[src/rtl/cpu_boot_loader.sv]
// Minimal TL-UL / multibit type packages followed by the cold-boot sequencer that streams
// instruction words into the cluster's instruction memory and then releases the core.
package prim_mubi_pkg;
  typedef enum logic [3:0] {
    MuBi4True  = 4'h6,
    MuBi4False = 4'h9
  } mubi4_t;
endpackage

package ibex_pkg;
  typedef logic [3:0] ibex_mubi_t;
  parameter ibex_mubi_t IbexMuBiOn  = 4'b0101;
  parameter ibex_mubi_t IbexMuBiOff = 4'b1010;
endpackage

package tlul_pkg;
  typedef enum logic [2:0] {
    PutFullData    = 3'h0,
    PutPartialData = 3'h1,
    Get            = 3'h4
  } tl_a_op_e;

  typedef enum logic [2:0] {
    AccessAck     = 3'h0,
    AccessAckData = 3'h1
  } tl_d_op_e;

  typedef struct packed {
    logic [4:0]            rsvd;
    prim_mubi_pkg::mubi4_t instr_type;
    logic [6:0]            cmd_intg;
    logic [6:0]            data_intg;
  } tl_a_user_t;

  parameter tl_a_user_t TL_A_USER_DEFAULT = '{
    rsvd:       5'h0,
    instr_type: prim_mubi_pkg::MuBi4False,
    cmd_intg:   7'h0,
    data_intg:  7'h0
  };

  typedef struct packed {
    logic [6:0] rsp_intg;
    logic [6:0] data_intg;
  } tl_d_user_t;

  typedef struct packed {
    logic       a_valid;
    tl_a_op_e   a_opcode;
    logic [2:0] a_param;
    logic [1:0] a_size;
    logic [7:0] a_source;
    logic [31:0] a_address;
    logic [3:0] a_mask;
    logic [31:0] a_data;
    tl_a_user_t a_user;
    logic       d_ready;
  } tl_h2d_t;

  parameter tl_h2d_t TL_H2D_DEFAULT = '{
    a_valid:   1'b0,
    a_opcode:  PutFullData,
    a_param:   3'h0,
    a_size:    2'h0,
    a_source:  8'h0,
    a_address: 32'h0,
    a_mask:    4'h0,
    a_data:    32'h0,
    a_user:    TL_A_USER_DEFAULT,
    d_ready:   1'b1
  };

  typedef struct packed {
    logic        d_valid;
    tl_d_op_e    d_opcode;
    logic [2:0]  d_param;
    logic [1:0]  d_size;
    logic [7:0]  d_source;
    logic [0:0]  d_sink;
    logic [31:0] d_data;
    tl_d_user_t  d_user;
    logic        d_error;
    logic        a_ready;
  } tl_d2h_t;
endpackage

module cpu_boot_loader #(
  parameter logic [31:0] BaseAddr = 32'h0000_0080,
  parameter int unsigned MaxWords = 32,
  parameter logic [31:0] EndWord  = 32'h0000_0fff,
  parameter int unsigned CntW     = $clog2(MaxWords + 1)
) (
  input  logic                  clk_i,
  input  logic                  rst_ni,
  input  logic                  start_i,
  input  logic                  halt_i,
  input  logic                  wr_valid_i,
  input  logic [31:0]           wr_data_i,
  output logic                  wr_ready_o,
  output tlul_pkg::tl_h2d_t     tl_o,
  input  tlul_pkg::tl_d2h_t     tl_i,
  output ibex_pkg::ibex_mubi_t  fetch_enable_o,
  output prim_mubi_pkg::mubi4_t en_ifetch_o,
  output logic                  busy_o,
  output logic                  done_o,
  output logic                  err_o,
  output logic [CntW-1:0]       word_cnt_o,
  output logic [2:0]            state_o
);

  localparam logic [2:0] StIdle = 3'd0;
  localparam logic [2:0] StLoad = 3'd1;
  localparam logic [2:0] StReq  = 3'd2;
  localparam logic [2:0] StRsp  = 3'd3;
  localparam logic [2:0] StRun  = 3'd4;
  localparam logic [2:0] StErr  = 3'd5;

  logic [2:0]      r_state;
  logic [2:0]      w_state_nxt;
  logic [31:0]     r_word;
  logic            r_is_end;
  logic [CntW-1:0] r_cnt;
  logic [CntW-1:0] w_cnt_inc;
  logic            r_core_en;
  logic            w_wr_hs;
  logic            w_rsp_ok;
  logic            w_restart;
  logic [31:0]     w_addr;
  logic            w_unused_tl;

  assign w_wr_hs   = (r_state == StLoad) && wr_valid_i;
  assign w_rsp_ok  = (r_state == StRsp) && tl_i.d_valid && !tl_i.d_error;
  assign w_restart = ((r_state == StIdle) || (r_state == StErr)) && start_i;
  assign w_cnt_inc = r_cnt + CntW'(1);
  assign w_addr    = BaseAddr + (32'(r_cnt) << 2);

  always_comb begin
    w_state_nxt = r_state;
    case (r_state)
      StIdle: if (start_i) w_state_nxt = StLoad;
      StLoad: if (wr_valid_i) w_state_nxt = StReq;
      StReq:  if (tl_i.a_ready) w_state_nxt = StRsp;
      StRsp: begin
        if (tl_i.d_valid) begin
          if (tl_i.d_error)                   w_state_nxt = StErr;
          else if (r_is_end)                  w_state_nxt = StRun;
          else if (w_cnt_inc == CntW'(MaxWords)) w_state_nxt = StErr;
          else                                w_state_nxt = StLoad;
        end
      end
      StRun:  if (halt_i) w_state_nxt = StIdle;
      StErr:  if (start_i) w_state_nxt = StLoad;
      default: w_state_nxt = StIdle;
    endcase
  end

  always_ff @(posedge clk_i or negedge rst_ni) begin
    if (!rst_ni) begin
      r_state   <= StIdle;
      r_word    <= 32'h0;
      r_is_end  <= 1'b0;
      r_cnt     <= '0;
      r_core_en <= 1'b0;
    end else begin
      r_state   <= w_state_nxt;
      // Enables follow RUN by one cycle and drop together with the halt.
      r_core_en <= (r_state == StRun) && !halt_i;
      if (w_wr_hs) begin
        r_word   <= wr_data_i;
        r_is_end <= (wr_data_i == EndWord);
      end
      if (w_restart)     r_cnt <= '0;
      else if (w_rsp_ok) r_cnt <= w_cnt_inc;
    end
  end

  always_comb begin
    tl_o         = tlul_pkg::TL_H2D_DEFAULT;
    tl_o.d_ready = 1'b1;
    if (r_state == StReq) begin
      tl_o.a_valid   = 1'b1;
      tl_o.a_opcode  = tlul_pkg::PutFullData;
      tl_o.a_param   = 3'h0;
      tl_o.a_size    = 2'd2;
      tl_o.a_source  = 8'h0;
      tl_o.a_address = w_addr;
      tl_o.a_mask    = 4'hf;
      tl_o.a_data    = r_word;
      tl_o.a_user    = tlul_pkg::TL_A_USER_DEFAULT;
    end
  end

  assign wr_ready_o     = (r_state == StLoad);
  assign busy_o         = (r_state == StLoad) || (r_state == StReq) || (r_state == StRsp);
  assign done_o         = (r_state == StRun);
  assign err_o          = (r_state == StErr);
  assign word_cnt_o     = r_cnt;
  assign state_o        = r_state;
  assign fetch_enable_o = r_core_en ? ibex_pkg::IbexMuBiOn : ibex_pkg::IbexMuBiOff;
  assign en_ifetch_o    = r_core_en ? prim_mubi_pkg::MuBi4True : prim_mubi_pkg::MuBi4False;

  assign w_unused_tl = ^{tl_i.d_opcode, tl_i.d_param, tl_i.d_size, tl_i.d_source,
                         tl_i.d_sink, tl_i.d_data, tl_i.d_user};

endmodule

[config.mk]
export PLATFORM = sky130hd
export DESIGN_NAME = cpu_boot_loader
export DESIGN_NICKNAME = d
export VERILOG_FILES = /design/src/rtl/cpu_boot_loader.sv
export SDC_FILE = /design/constraint.sdc
export NUM_CORES = 1
export LEC_CHECK = 0
export CELL_PAD_IN_SITES_DETAIL_PLACEMENT = 1
export CELL_PAD_IN_SITES_GLOBAL_PLACEMENT = 2
export CORE_MARGIN = 3
export CORE_UTILIZATION = 18
export DETAILED_ROUTE_END_ITERATION = 8
export GPL_ROUTABILITY_DRIVEN = 0
export GPL_TIMING_DRIVEN = 0
export PLACE_DENSITY_LB_ADDON = 0.15
export SLEW_MARGIN = 15
export SYNTH_ARGS = -nofsm -noshare
export SYNTH_HDL_FRONTEND = slang
export SYNTH_SLANG_ARGS = --single-unit
[constraint.sdc]
create_clock -name clk_i -period 2.6 [get_ports clk_i]
set_clock_uncertainty 0.2 [all_clocks]
set_input_delay 0.39 -clock clk_i [delete_from_list [all_inputs] [get_ports clk_i]]
set_output_delay 0.39 -clock clk_i [all_outputs]
set_load 0.03 [all_outputs]
==> out/qor.yml, run 1 <==
slowest_stage: "dfrtp_1"
ir_worst_vdd_mv: 0.2853
avgViaCountPerCell: 3.556
drv_slew: 0
synth_cell_types: 37
syn_avg_cell_area_um2: 10.15
synthArstFlopShare: 1.000
port_buffers: 105
drt_iter0_drc: 51
p_leak_uw: 0.002157
path_delay_family: "buffers and inverters"
setup_slack_ns: 0.08512
io_pins: 233
hold_path_class: "reg -> reg"
core_area_um2: 14750
clk_pin_slew_ns: 0.06
grt.total_usage: 0.09279
ys_seq_area_frac: 0.3911
cp_max_fo: 10
synth_seq_cells: 43
tightestPinTransition_ns: 0.5035
hold_viol_final: 0
final_cell_mix: "buf_4 (78), conb_1 (64), clkdlybuf4s50_1 (58), dfrtp_1 (43), and2_1 (39)"
synthToLayoutAreaGrowth_pct: 59.57
clock_latency_ns: 0.28
dp_slack_ns: -0.3457
hpwlAfterDp_um: 6585
fin_crit_ns: 2.515
layout_commonest_cell: "buf_4"
cp-start-kind: "register"
grt_pass1_wl_um: 12370
antenna_left: 0
drive_above_1_share: 0.3423
n_fill_cell: 1739
fin_crit_sh: 0.9673
postSynthCellCount: 271
crit_type: "reg -> out"
synth_top_area_cell: "dfrtp_1"
grt_start_max_net_pins: 29
drt-pass1-iter-count: 3
max_freq_mhz: 397.6
worstSetupEndpointType: "output pin"
syn_area_um2: 2751
slowest_delay_ns: 0.40
cts_max_level: 2
diodes: 0
numCtsBuffers: 5
tritoncts: "done"
crit_chain: "buf_2, nor3_4, clkbuf_8, clkbuf_4, and2_1, clkdlybuf4s18_2"
p_per_area_nw_per_um2: 905.7
synth_ff_type: "dfrtp_1"
cts_buffer_depth: 2
drv_cap: 0
postCtsSetupBuffers: 0
setup_viol: 0
grt_pass1_vias: 2282
start_util: 0.1865
status: "complete, no violations"
dieArea_um2: 16810
vias: 2244
arrival_ns: 1.92
cts_sinks: 43
antenna_found_initial: 1
die_height_um: 129.6
synth_top_area_frac: 0.3911
globalRouteOverflowTotal: 0
nets: 551
drc: 0
cts_root_buffer: "clkbuf_16"
worstPathRequired_ns: 2.01
row_count: 44
fin_hold_ws_ns: 0.2879
routed_wl_um: 8006
yosys_warnings: 0
synth_edf_count: 0
die_x_um: 129.6
max_slew_margin: 0.6631
avgRoutedWirePerCell_um: 12.69
rsz0062_at_grt: "yes"
yosys-top-cells-area: "dfrtp_1 (39%), buf_4 (21%), mux2_2 (14%)"
cp_num_buf_inv: 4
power by group:
part	switching (uW)	internal, uW
registers	143	954
logic	1230	939
clock network	265	448
total	1640	2340
sequential cells by signal, indices dropped and copies added, names as in the netlist:
register / cells
r_word: 32
r_is_end: 1
r_core_en: 1
word_cnt_o: 6
state_o: 3
layer usage:
layer	global-route usage	up-vias	wire length, um
li1	-	1114	-
met3	0.02597	5	660
met1	0.1168	1024	3421
met4	0.02384	0	95
met2	0.1568	101	3829
met5	0	-	0
synth_stat cells (4+ instances only):
master,n
a21oi_1,4
and2_1,39
buf_4,78
dfrtp_1,43
mux2_2,33
nand2_1,8
nor2_1,5
nor3_1,4
nor4_1,6
o21ai_0,7
kinds of logic (layout without fill, tap and decap cells):
family / Yosys count / in the layout / share of synthesized area
compound gates: 15 / 15 / 0.03138
xor+xnor: 4 / 4 / 0.01274
fa+ha+maj: 1 / 1 / 0.004547
buf+inv: 90 / 204 / 0.2387
flops: 43 / 43 / 0.3911
mux: 35 / 35 / 0.1428
other cells: 2 / 64 / 0.002730
simple gates: 81 / 81 / 0.1760
worst paths after layout:
check / startpoint / to / slack, ns / depth (start not counted)
worst max-delay path: state_o[2] / tl_o[32] / 0.09 / 6
worst min-delay path: r_word[23] / r_word[23] / 0.29 / 1
worst max register to register: state_o[1] / r_word[3] / 0.67 / 6
worst min register to register: r_word[23] / r_word[23] / 0.29 / 1
max in group asynchronous: rst_ni / r_word[16] / 1.31 / 3
min in group asynchronous: rst_ni / r_core_en / 0.39 / 2
timing repair:
action | in CTS | in global routing
hold endpoints to repair | 15 | 0
gates resized for setup | 78 | 41
setup endpoints to repair | 46 | 28
hold buffers | 1 | 0
pin swaps | 1 | 0
metrics by stage:
stage	utilization	cells	setup TNS, ns	total power [uW]	instance area, um2
floorplan	-	333	0	2591	2984
global placement	0.2891	622	-33.97	3416	4265
detailed placement	0.2901	623	-10.69	3431	4280
CTS	0.3015	631	0	4083	4448
global route	0.2976	631	-0.2549	4259	4390
finish	0.2976	631	0	3976	4390
area by class of cell:
class | count | area [um2] | area share
inverters | 3 | 11.26 | 0.002565
clock inverters | 2 | 37.54 | 0.008549
repair buffers | 107 | 982.2 | 0.2237
clock buffers | 5 | 125.1 | 0.02850
well taps | 184 | 230.2 | 0.05244
plain buffers | 87 | 665.6 | 0.1516
multi-input cells | 200 | 1262 | 0.2875
flip-flops and latches | 43 | 1076 | 0.2451
No activity file was read; power rests on OpenSTA's default activity.
==> inputs of run 2 (changes only) <==
- SETUP_SLACK_MARGIN: unset -> 0.3
==> run 2 against run 1 <==
  * Wire length up 10%
  * Utilization up 3.1 points
  * First-iteration DRC count up 55%
  * Clock power down 7.6%
  * Critical endpoint is now tl_o[42]
==> out/qor.yml, run 2 (synthesized netlist as in run 1, its figures left out) <==
worstPathRequired_ns: 2.01  # about the same
min-delay-start: "r_word[23]"  # unchanged
seqCellArea_um2: 1076  # unchanged
fin_util: 0.3288  # was 0.2976
grt_start_max_net_pins: 24  # was 29
row_count: 44  # unchanged
cts_buffer_depth: 2  # unchanged
antenna_left: 0  # unchanged
layout_commonest_cell: "buf_4"  # unchanged
port_buffers: 105  # unchanged
max_slew_margin: 0.5919  # was 0.6631
hold_path_end: "r_word[23]"  # unchanged
die_x_um: 129.6  # unchanged
slowest_stage: "dfrtp_1"  # unchanged
r2r_cells: 7  # was 6
grt.total_usage: 0.1015  # was 0.09279
power.clock.fraction: 0.139  # was 0.179
rsz0062_at_grt: "yes"  # unchanged
routed_wl_um: 8829  # was 8006 um
final_cell_area_um2: 4851  # was 4390 um2
avgViaCountPerCell: 3.599  # was 3.556
fin_crit_sh: 0.9227  # was 0.9673
drv_slew: 0  # unchanged
tightestPinTransition_ns: 0.6122  # was 0.5035 ns
max_freq_mhz: 416.9  # was 397.6 MHz
avgRoutedWirePerCell_um: 13.52  # was 12.69 um
grt_pass1_vias: 2421  # was 2282
globalRouteOverflowTotal: 0  # unchanged
setup_viol: 0  # unchanged
cts_max_level: 2  # unchanged
hold_path_class: "reg -> reg"  # unchanged
cp_max_fo: 5  # was 10
ir_worst_vdd_mv: 0.2608  # was 0.2853 mV
synthToLayoutAreaGrowth_pct: 76.31  # was 59.57%
arrival_ns: 1.81  # was 1.92 ns
cp-start-kind: "register"  # unchanged
r2r_start: "state_o[1]"  # unchanged
reg2reg_slack_ns: 0.57  # was 0.67 ns
core_area_um2: 14750  # unchanged
io_pins: 233  # unchanged
largest_reg_flops: 32  # unchanged
dieArea_um2: 16810  # unchanged
final_cell_mix: "buf_4 (95), conb_1 (64), clkdlybuf4s50_1 (55), buf_6 (48), dfrtp_1 (43)"  # was buf_4 (78), conb_1 (64), clkdlybuf4s50_1 (58), dfrtp_1 (43), and2_1 (39)
drt_iter0_drc: 79  # was 51
hpwlAfterDp_um: 6691  # was 6585 um
seq_power_share: 0.237  # was 0.276
p_per_area_nw_per_um2: 974.6  # was 905.7 nW/um2
nets: 572  # was 551
hold_viol_final: 0  # unchanged
p_leak_uw: 0.002339  # was 0.002157 uW
power_frac_comb: 0.623  # was 0.545
timing.setup.tns_ns: 0  # unchanged
clock_latency_ns: 0.28  # about the same
grt_pass1_wl_um: 13300  # was 12370 um
drt-pass1-iter-count: 4  # was 3
drive_above_1_share: 0.5032  # was 0.3423
drv_cap: 0  # unchanged
cts_sinks: 43  # unchanged
status: "complete, no violations"  # unchanged
antenna_found_initial: 0  # was 1
drc: 0  # unchanged
crit_chain: "buf_6, clkinvlp_4, nor3_4, buf_4, buf_8, buf_4, and2_4, buf_6"  # was buf_2, nor3_4, clkbuf_8, clkbuf_4, and2_1, clkdlybuf4s18_2
n_fill_cell: 1713  # was 1739
dp_slack_ns: -0.3975  # was -0.3457 ns
numCtsBuffers: 5  # unchanged
hold_path_depth: 1  # unchanged
r2r_end: "r_word[3]"  # unchanged
crit_type: "reg -> out"  # unchanged
cts_root_buffer: "clkbuf_16"  # unchanged
start_util: 0.1865  # unchanged
p_int_uw: 2868  # was 2341 uW
worstSetupEndpointType: "output pin"  # unchanged
setup_slack_ns: 0.2011  # was 0.08512 ns
slowest_delay_ns: 0.36  # was 0.40 ns
clk_pin_slew_ns: 0.07  # was 0.06 ns
die_height_um: 129.6  # unchanged
diodes: 0  # unchanged
tritoncts: "done"  # unchanged
multiInputGateArea_um2: 1349  # was 1262 um2
netSwitchingFraction: 0.3934  # was 0.4113
regMostFlops: "r_word"  # unchanged
fin_crit_ns: 2.399  # was 2.515 ns
place_area_um2: 4298  # was 4280 um2
vias: 2350  # was 2244
switchingPower_uw: 1860  # was 1636 uW
## run 2: worst max-delay path by stage
stage	from	to	depth (start not counted)
final	state_o[1]	tl_o[42]	8
after floorplan	state_o[1]	tl_o[31]	6
after global routing	state_o[1]	tl_o[42]	8
after global placement	rst_ni	r_word[9]	1
after detailed placement	state_o[1]	tl_o[35]	7
after CTS	state_o[1]	tl_o[24]	7
## run 2: what timing repair did
item / CTS / global route
cloned: 4 / 0
hold endpoints to repair: 22 / 0
gates resized for setup: 286 / 111
pin swaps: 10 / 17
hold buffers: 1 / 0
setup buffers: 13 / 4
endpoints found under the setup margin: 49 / 48
## run 2: through the flow
step           std cells  power, uW  hold slack, ns
6_report             653       4727          0.2894
3_5_place_dp         623       3470          0.2486
5_1_grt              653       5024          0.3121
2_1_floorplan        333       2603         -0.1056
3_3_place_gp         622       3433          0.2636
4_1_cts              649       4490          0.2842
## run 2: final cells by class
| class | instances | area share |
|---|---|---|
| Multi-Input combinational cell | 200 | 0.2780 |
| Timing Repair Buffer | 128 | 0.2713 |
| Sequential cell | 43 | 0.2218 |
| Buffer | 87 | 0.1462 |
| Tap cell | 184 | 0.04746 |
| Clock buffer | 6 | 0.02863 |
| Clock inverter | 2 | 0.003353 |
| Inverter | 3 | 0.003095 |
## run 2: critical path: cells and delay by family, from the launching register on
family        cells  cell delay, ns
buf+inv           6            0.74
simple gates      2            0.42
flops             1            0.36
## run 2: layer usage
metal / global-route usage / up-vias / routed length [um]
met4: 0.02200 / 0 / 62
met5: 0 / - / 0
met2: 0.1717 / 90 / 4311
li1: - / 1155 / -
met1: 0.1315 / 1103 / 3874
met3: 0.02473 / 2 / 581
## run 2: power groups by stage
stage | Clock [uW] | Sequential [uW] | Combinational (uW)
floorplan | 0 | 1110 | 1490
global placement | 0 | 1100 | 2330
detailed placement | 0 | 1110 | 2360
CTS | 690 | 1110 | 2690
global route | 720 | 1170 | 3140
finish | 659 | 1120 | 2950
